--- src/rtl/spr_exception_stack_unit.sv ---
// ---------------------------------------------------------------------------
// spr_exception_stack_unit
//
// Special-purpose-register unit for the single-core CPU. Holds NUM_VECTORS
// programmable exception vectors and a nested exception stack of
// {cause, EPC} entries. The execute stage pushes an entry on exception entry
// and pops it on return-from-exception (rfe).
//
// Ports
//   cpuClock         clock
//   cpuReset         synchronous, active-high reset
//   stall            pipeline stall; blocks push, pop and SPR writes
//   sprIndex         SPR address (upper byte must be zero to hit the map)
//   sprWe/sprDataIn  SPR write strobe and data
//   sprDataOut       SPR read data, combinational from sprIndex
//   exeExcepMode     exception cause in execute, 0 = none
//   exceptionPc      PC saved as EPC on push
//   rfe              return-from-exception in execute
//   exceptionPrefix  replicated into the upper vector bits
//   exceptionVector  combinational handler address for exeExcepMode
//   returnPc         EPC of the top entry, 0 when the stack is empty
//   excDepth         current stack depth
//
// SPR map: 0x00 reset vector (RO), 0x01..N vectors, 0x12 top cause (RO),
// 0x13 top EPC, 0x14 status {unf[9], ovf[8], depth[7:0]},
// 0x20/0x21 cycle counter low/high.
//
// Build option SPR_CYCLE_COUNTER_EN: adds a 64-bit free-running cycle
// counter at SPR 0x20/0x21. Without it those addresses read 0.
// ---------------------------------------------------------------------------
module spr_exception_stack_unit #(
    parameter int              NUM_VECTORS = 5,
    parameter int              MODE_W      = 3,
    parameter int              VEC_W       = 28,
    parameter int              STACK_DEPTH = 4,
    parameter logic [VEC_W-1:0] RESET_VEC  = VEC_W'(48),
    localparam int             DEPTH_W     = $clog2(STACK_DEPTH + 1)
) (
    input  logic               cpuClock,
    input  logic               cpuReset,
    input  logic               stall,
    input  logic [15:0]        sprIndex,
    input  logic               sprWe,
    input  logic [31:0]        sprDataIn,
    output logic [31:0]        sprDataOut,
    input  logic [MODE_W-1:0]  exeExcepMode,
    input  logic [31:0]        exceptionPc,
    input  logic               rfe,
    input  logic               exceptionPrefix,
    output logic [31:0]        exceptionVector,
    output logic [31:0]        returnPc,
    output logic [DEPTH_W-1:0] excDepth
);

    localparam int PFX_W = 32 - VEC_W;
    localparam int IDX_W = (STACK_DEPTH > 1) ? $clog2(STACK_DEPTH) : 1;

    logic [VEC_W-1:0]   vec_q   [1:NUM_VECTORS];
    logic [MODE_W-1:0]  cause_q [STACK_DEPTH];
    logic [31:0]        epc_q   [STACK_DEPTH];
    logic [DEPTH_W-1:0] depth_q;
    logic               ovf_q;
    logic               unf_q;

    logic               push;
    logic               pop_req;
    logic               empty;
    logic               full;
    logic [IDX_W-1:0]   top_idx;
    logic [IDX_W-1:0]   slot;
    logic [DEPTH_W-1:0] depth_d;
    logic               ovf_set;
    logic               unf_set;
    logic [MODE_W-1:0]  top_cause;
    logic [31:0]        top_epc;
    logic [PFX_W-1:0]   pfx;
    logic [VEC_W-1:0]   vec_sel;
    logic               spr_hit;
    logic [7:0]         spr_addr;
    logic               spr_wr;

    assign push     = (exeExcepMode != '0) && !stall;
    assign pop_req  = rfe && !stall;
    assign empty    = (depth_q == '0);
    assign full     = (depth_q == DEPTH_W'(STACK_DEPTH));
    assign top_idx  = IDX_W'(depth_q - 1'b1);
    assign pfx      = {PFX_W{exceptionPrefix}};
    assign spr_hit  = (sprIndex[15:8] == 8'h00);
    assign spr_addr = sprIndex[7:0];
    assign spr_wr   = sprWe && !stall && spr_hit;

    assign top_cause = empty ? '0 : cause_q[top_idx];
    assign top_epc   = empty ? '0 : epc_q[top_idx];

    // Stack control. A push that coincides with a pop replaces the top entry;
    // on an empty stack there is nothing to replace, so it degrades to a push.
    always_comb begin
        // NOTE: every output of a combinational block gets a default first so
        // no path leaves it unassigned and a latch cannot be inferred.
        depth_d = depth_q;
        slot    = top_idx;
        ovf_set = 1'b0;
        unf_set = 1'b0;
        if (push) begin
            if (pop_req && !empty) begin
                slot = top_idx;
            end else if (full) begin
                ovf_set = 1'b1;
            end else begin
                slot    = IDX_W'(depth_q);
                depth_d = depth_q + 1'b1;
            end
        end else if (pop_req) begin
            if (empty) unf_set = 1'b1;
            else       depth_d = depth_q - 1'b1;
        end
    end

    always_comb begin
        vec_sel = RESET_VEC;
        for (int i = 1; i <= NUM_VECTORS; i++) begin
            if (exeExcepMode == MODE_W'(i)) vec_sel = vec_q[i];
        end
    end

    assign exceptionVector = {pfx, vec_sel};
    assign returnPc        = top_epc;
    assign excDepth        = depth_q;

    `ifdef SPR_CYCLE_COUNTER_EN
    logic [63:0] cnt_q;

    // Free-running, stall-independent. A software load replaces one half and
    // suppresses that cycle's increment so the written value reads back intact.
    always_ff @(posedge cpuClock) begin
        if (cpuReset)                          cnt_q <= '0;
        else if (spr_wr && spr_addr == 8'h20)  cnt_q[31:0]  <= sprDataIn;
        else if (spr_wr && spr_addr == 8'h21)  cnt_q[63:32] <= sprDataIn;
        else                                   cnt_q <= cnt_q + 64'd1;
    end
    `endif

    always_comb begin
        sprDataOut = '0;
        if (spr_hit) begin
            case (spr_addr)
                8'h00: sprDataOut = {pfx, RESET_VEC};
                8'h12: sprDataOut = 32'(top_cause);
                8'h13: sprDataOut = top_epc;
                8'h14: sprDataOut = {22'd0, unf_q, ovf_q, 8'(depth_q)};
                `ifdef SPR_CYCLE_COUNTER_EN
                8'h20: sprDataOut = cnt_q[31:0];
                8'h21: sprDataOut = cnt_q[63:32];
                `endif
                default: begin
                    for (int i = 1; i <= NUM_VECTORS; i++) begin
                        if (spr_addr == 8'(i)) sprDataOut = 32'(vec_q[i]);
                    end
                end
            endcase
        end
    end

    always_ff @(posedge cpuClock) begin
        if (cpuReset) begin
            // NOTE: the stack storage is reset too, so a reset in the middle
            // of a handler leaves no stale cause/EPC behind.
            for (int i = 1; i <= NUM_VECTORS; i++) vec_q[i] <= VEC_W'(8 * i);
            for (int i = 0; i < STACK_DEPTH; i++) begin
                cause_q[i] <= '0;
                epc_q[i]   <= '0;
            end
            depth_q <= '0;
            ovf_q   <= 1'b0;
            unf_q   <= 1'b0;
        end else begin
            // NOTE: state registers use non-blocking assignments so every
            // flop samples the pre-edge values regardless of statement order.
            for (int i = 1; i <= NUM_VECTORS; i++) begin
                if (spr_wr && spr_addr == 8'(i)) vec_q[i] <= sprDataIn[VEC_W-1:0];
            end
            // Handler EPC skip; a same-cycle push owns the top slot instead.
            if (spr_wr && spr_addr == 8'h13 && !empty && !push)
                epc_q[top_idx] <= sprDataIn;
            if (push) begin
                cause_q[slot] <= exeExcepMode;
                epc_q[slot]   <= exceptionPc;
            end
            depth_q <= depth_d;
            // Sticky flags: a hardware set beats a same-cycle software clear.
            if (ovf_set)                                         ovf_q <= 1'b1;
            else if (spr_wr && spr_addr == 8'h14 && sprDataIn[8]) ovf_q <= 1'b0;
            if (unf_set)                                         unf_q <= 1'b1;
            else if (spr_wr && spr_addr == 8'h14 && sprDataIn[9]) unf_q <= 1'b0;
        end
    end

endmodule

--- config.mk ---
export PLATFORM = sky130hd
export DESIGN_NAME = spr_exception_stack_unit
export DESIGN_NICKNAME = d
export VERILOG_FILES = /design/src/rtl/spr_exception_stack_unit.sv
export SDC_FILE = /design/constraint.sdc
export NUM_CORES = 1
export LEC_CHECK = 0
export ABC_AREA = 1
export CORE_MARGIN = 4
export CORE_UTILIZATION = 35
export CTS_CLUSTER_SIZE = 10
export DETAILED_ROUTE_END_ITERATION = 8
export MAX_ROUTING_LAYER = met4
export PLACE_DENSITY = 0.64
export SLEW_MARGIN = 20
export SYNTH_ARGS = -nofsm -noshare
export SYNTH_HDL_FRONTEND = slang
export SYNTH_SLANG_ARGS = --single-unit
export TNS_END_PERCENT = 5
--- constraint.sdc ---
create_clock -name cpuClock -period 8.5 [get_ports cpuClock]
set_input_delay 1.7 -clock cpuClock [delete_from_list [all_inputs] [get_ports cpuClock]]
set_output_delay 1.7 -clock cpuClock [all_outputs]
set_load 0.01 [all_outputs]
==> flow_summary.ini <==
[clocking]
tritoncts = yes
cts-root-buf = clkbuf_16
cts.sinks = 285
cts_resized = 0
clock_latency_ns = 0.51
clkSlewWorstSetupHoldPaths_ns = 0.06
htree_levels = 2
cts-buffers-inserted = 35
hold_buffers = 0
cts_setup_buffers = 0
ctsLongestPathBuffers = 3

[global_routing]
grt_pass1_vias = 12400
gr-total-overflow = 0
grt_start_max_net_pins = 78
grtUsageTotal_pct = 22.7
antenna_found_initial = 0
grt_pass1_wl_um = 75800

[setup_path]
crit_type = input port to output pin
crit_fanout = 17
setup.worst_path.start_class = input port
end_kind = output pin
cp.arrival_ns = 5.01
cp.required_ns = 6.80

[synthesis]
synthesis.area_um2 = 14800
syn_inst = 1661
yosysSeqAreaShare_pct = 57.6
yosys.cell_types.count = 37
syn_nets = 1753
ys_ff_latch = 285
avgSynthCellArea_um2 = 8.89
ys_warn_count = 0

[floorplan]
rows = 74
fp.dieW_um = 213
start_util_pct = 35.8
die_area_um2 = 45500
io_pins = 188
die_h_um = 213
coreArea_um2 = 41300

[routing]
drt_iter0_drc = 1456
first_pass_iters = 6
route.detailed.drc = 0
totalWireLength_um = 51800
antenna_left = 0
drt-vias-per-instance = 5.37
wl_per_cell_um = 22.0
vias = 12700

[layout]
layout.cells.non_filler = 2360
final_nets = 1906
area_growth_pct = 21.6
final_common_cell = nor2_1
drive_gt1_share_pct = 8.04
fillerInstances = 4004
diodes = 0
final_cell_mix = nor2_1 (436), nand2_1 (334), edfxtp_1 (280)

[hold_path]
hp-class = flop to flop

[placement]
place_ws_ns = 1.95
portBuffers = 187
hpwl_um = 33800
place_congestion = 0.920
dp.cells = 2309

[timing]
finClkSkew_ns = 0.0199
timing.slew.headroom_pct = 19.9
setup_tns_ns = 0
tightest_slew_ns = 1.20
final_max_slew_viol_count = 0
hold_violations = 0
rsz0062_at_grt = no
worst_slack_ns = 1.79
finalCritPeriodShare_pct = 78.9
fmax_mhz = 149
hold-worst-slack_ns = 0.478
period_minus_slack_ns = 6.71
setup_viol = 0

[power_and_ir_drop]
peakVddDrop_mv = 0.109
powerDensity_nw_per_um2 = 202
p_leak_nw = 6.85

[run_status]
status = finished clean

[flow_run]
cap_violations = 0
==> per-stage QoR <==
stage / area, um^2 / total power [W] / util (%)
2_1_floorplan: 14800 / 0.00203 / -
3_3_place_gp: 17000 / 0.00235 / 41.2
3_5_place_dp: 17000 / 0.00236 / 41.2
4_1_cts: 18000 / 0.00365 / 43.5
5_1_grt: 18000 / 0.00376 / 43.5
6_report: 18000 / 0.00364 / 43.5
==> power breakdown <==
part           switching [W]  internal, W  leakage, nW
Combinational       0.000426     0.000226         3.55
Clock               0.000549     0.000756        0.461
Sequential         0.0000343      0.00164         2.83
==> state kept, by name, indices dropped and copies added, names as in the netlist <==
signal / cells
vec_q: 140
epc_q: 128
cause_q: 12
excDepth: 3
ovf_q: 1
unf_q: 1
==> cells by family (layout without fill, tap and decap cells) <==
group | after synthesis | count (layout) | synth area share, %
and+or+nand+nor | 898 | 898 | 25.0
adders and majority gates | 3 | 3 | 0.254
xor gates and xnor gates | 3 | 3 | 0.178
AOI/OAI and AO/OA | 238 | 238 | 9.89
buffers and inverters | 234 | 401 | 7.04
DFF | 285 | 285 | 57.6
==> per-layer routing <==
metal | GRT usage (%) | up-vias | wire length, um
met1 | 30.0 | 6087 | 21700
met4 | 7.79 | 0 | 1790
met2 | 35.7 | 679 | 23700
met5 | - | - | 0
met3 | 4.11 | 104 | 4640
li1 | - | 5804 | -
==> final timing paths <==
kind,startpoint,to,slack (ns),cells after the start
hold reg to reg,unf_q,unf_q,0.48,2
setup reg to reg,excDepth[1],epc_q[2][22],4.86,9
setup / recovery,exeExcepMode[2],exceptionVector[9],1.79,7
hold / removal,unf_q,unf_q,0.48,2
==> area by class of cell <==
class	count	area [um^2]	area share, %
multi-input cells	1142	5260	29.3
flip-flops and latches	285	8510	47.4
clock buffers	47	931	5.19
well taps	532	666	3.71
clock inverters	4	20.0	0.112
repair buffers	208	2030	11.3
inverters	142	533	2.97
==> critical path, cell delays in order <==
cell	delay [ns]
clkdlybuf4s50_1	0.54
inv_1	0.14
nand3_1	0.54
clkinv_1	0.82
a221oi_1	0.54
nand3_1	0.19
clkdlybuf4s50_1	0.52
==> synthesized netlist by cell type (all sizes together) <==
library cell  instances  area share [%]
a21oi                55             1.9
nand3                67             2.4
clkbuf               33            0.84
nand2               349             9.3
xor2                  2            0.12
clkinv                1           0.025
a221oi               12            0.71
xnor2                 1           0.059
dfxtp                 5            0.68
nand4                24             1.0
inv                 141             3.6
nor3                  7            0.48
a41oi                 7            0.42
nand3b                3            0.15
o21a                 17            0.86
edfxtp              280              57
o22ai                 1           0.042
ha                    3            0.25
buf                  59             2.6
a22o                  3            0.18
nor2                448              12
o21ai               131             5.2
o31ai                 2            0.10
o211ai               10            0.51
(Power assumes the default switching activity.)
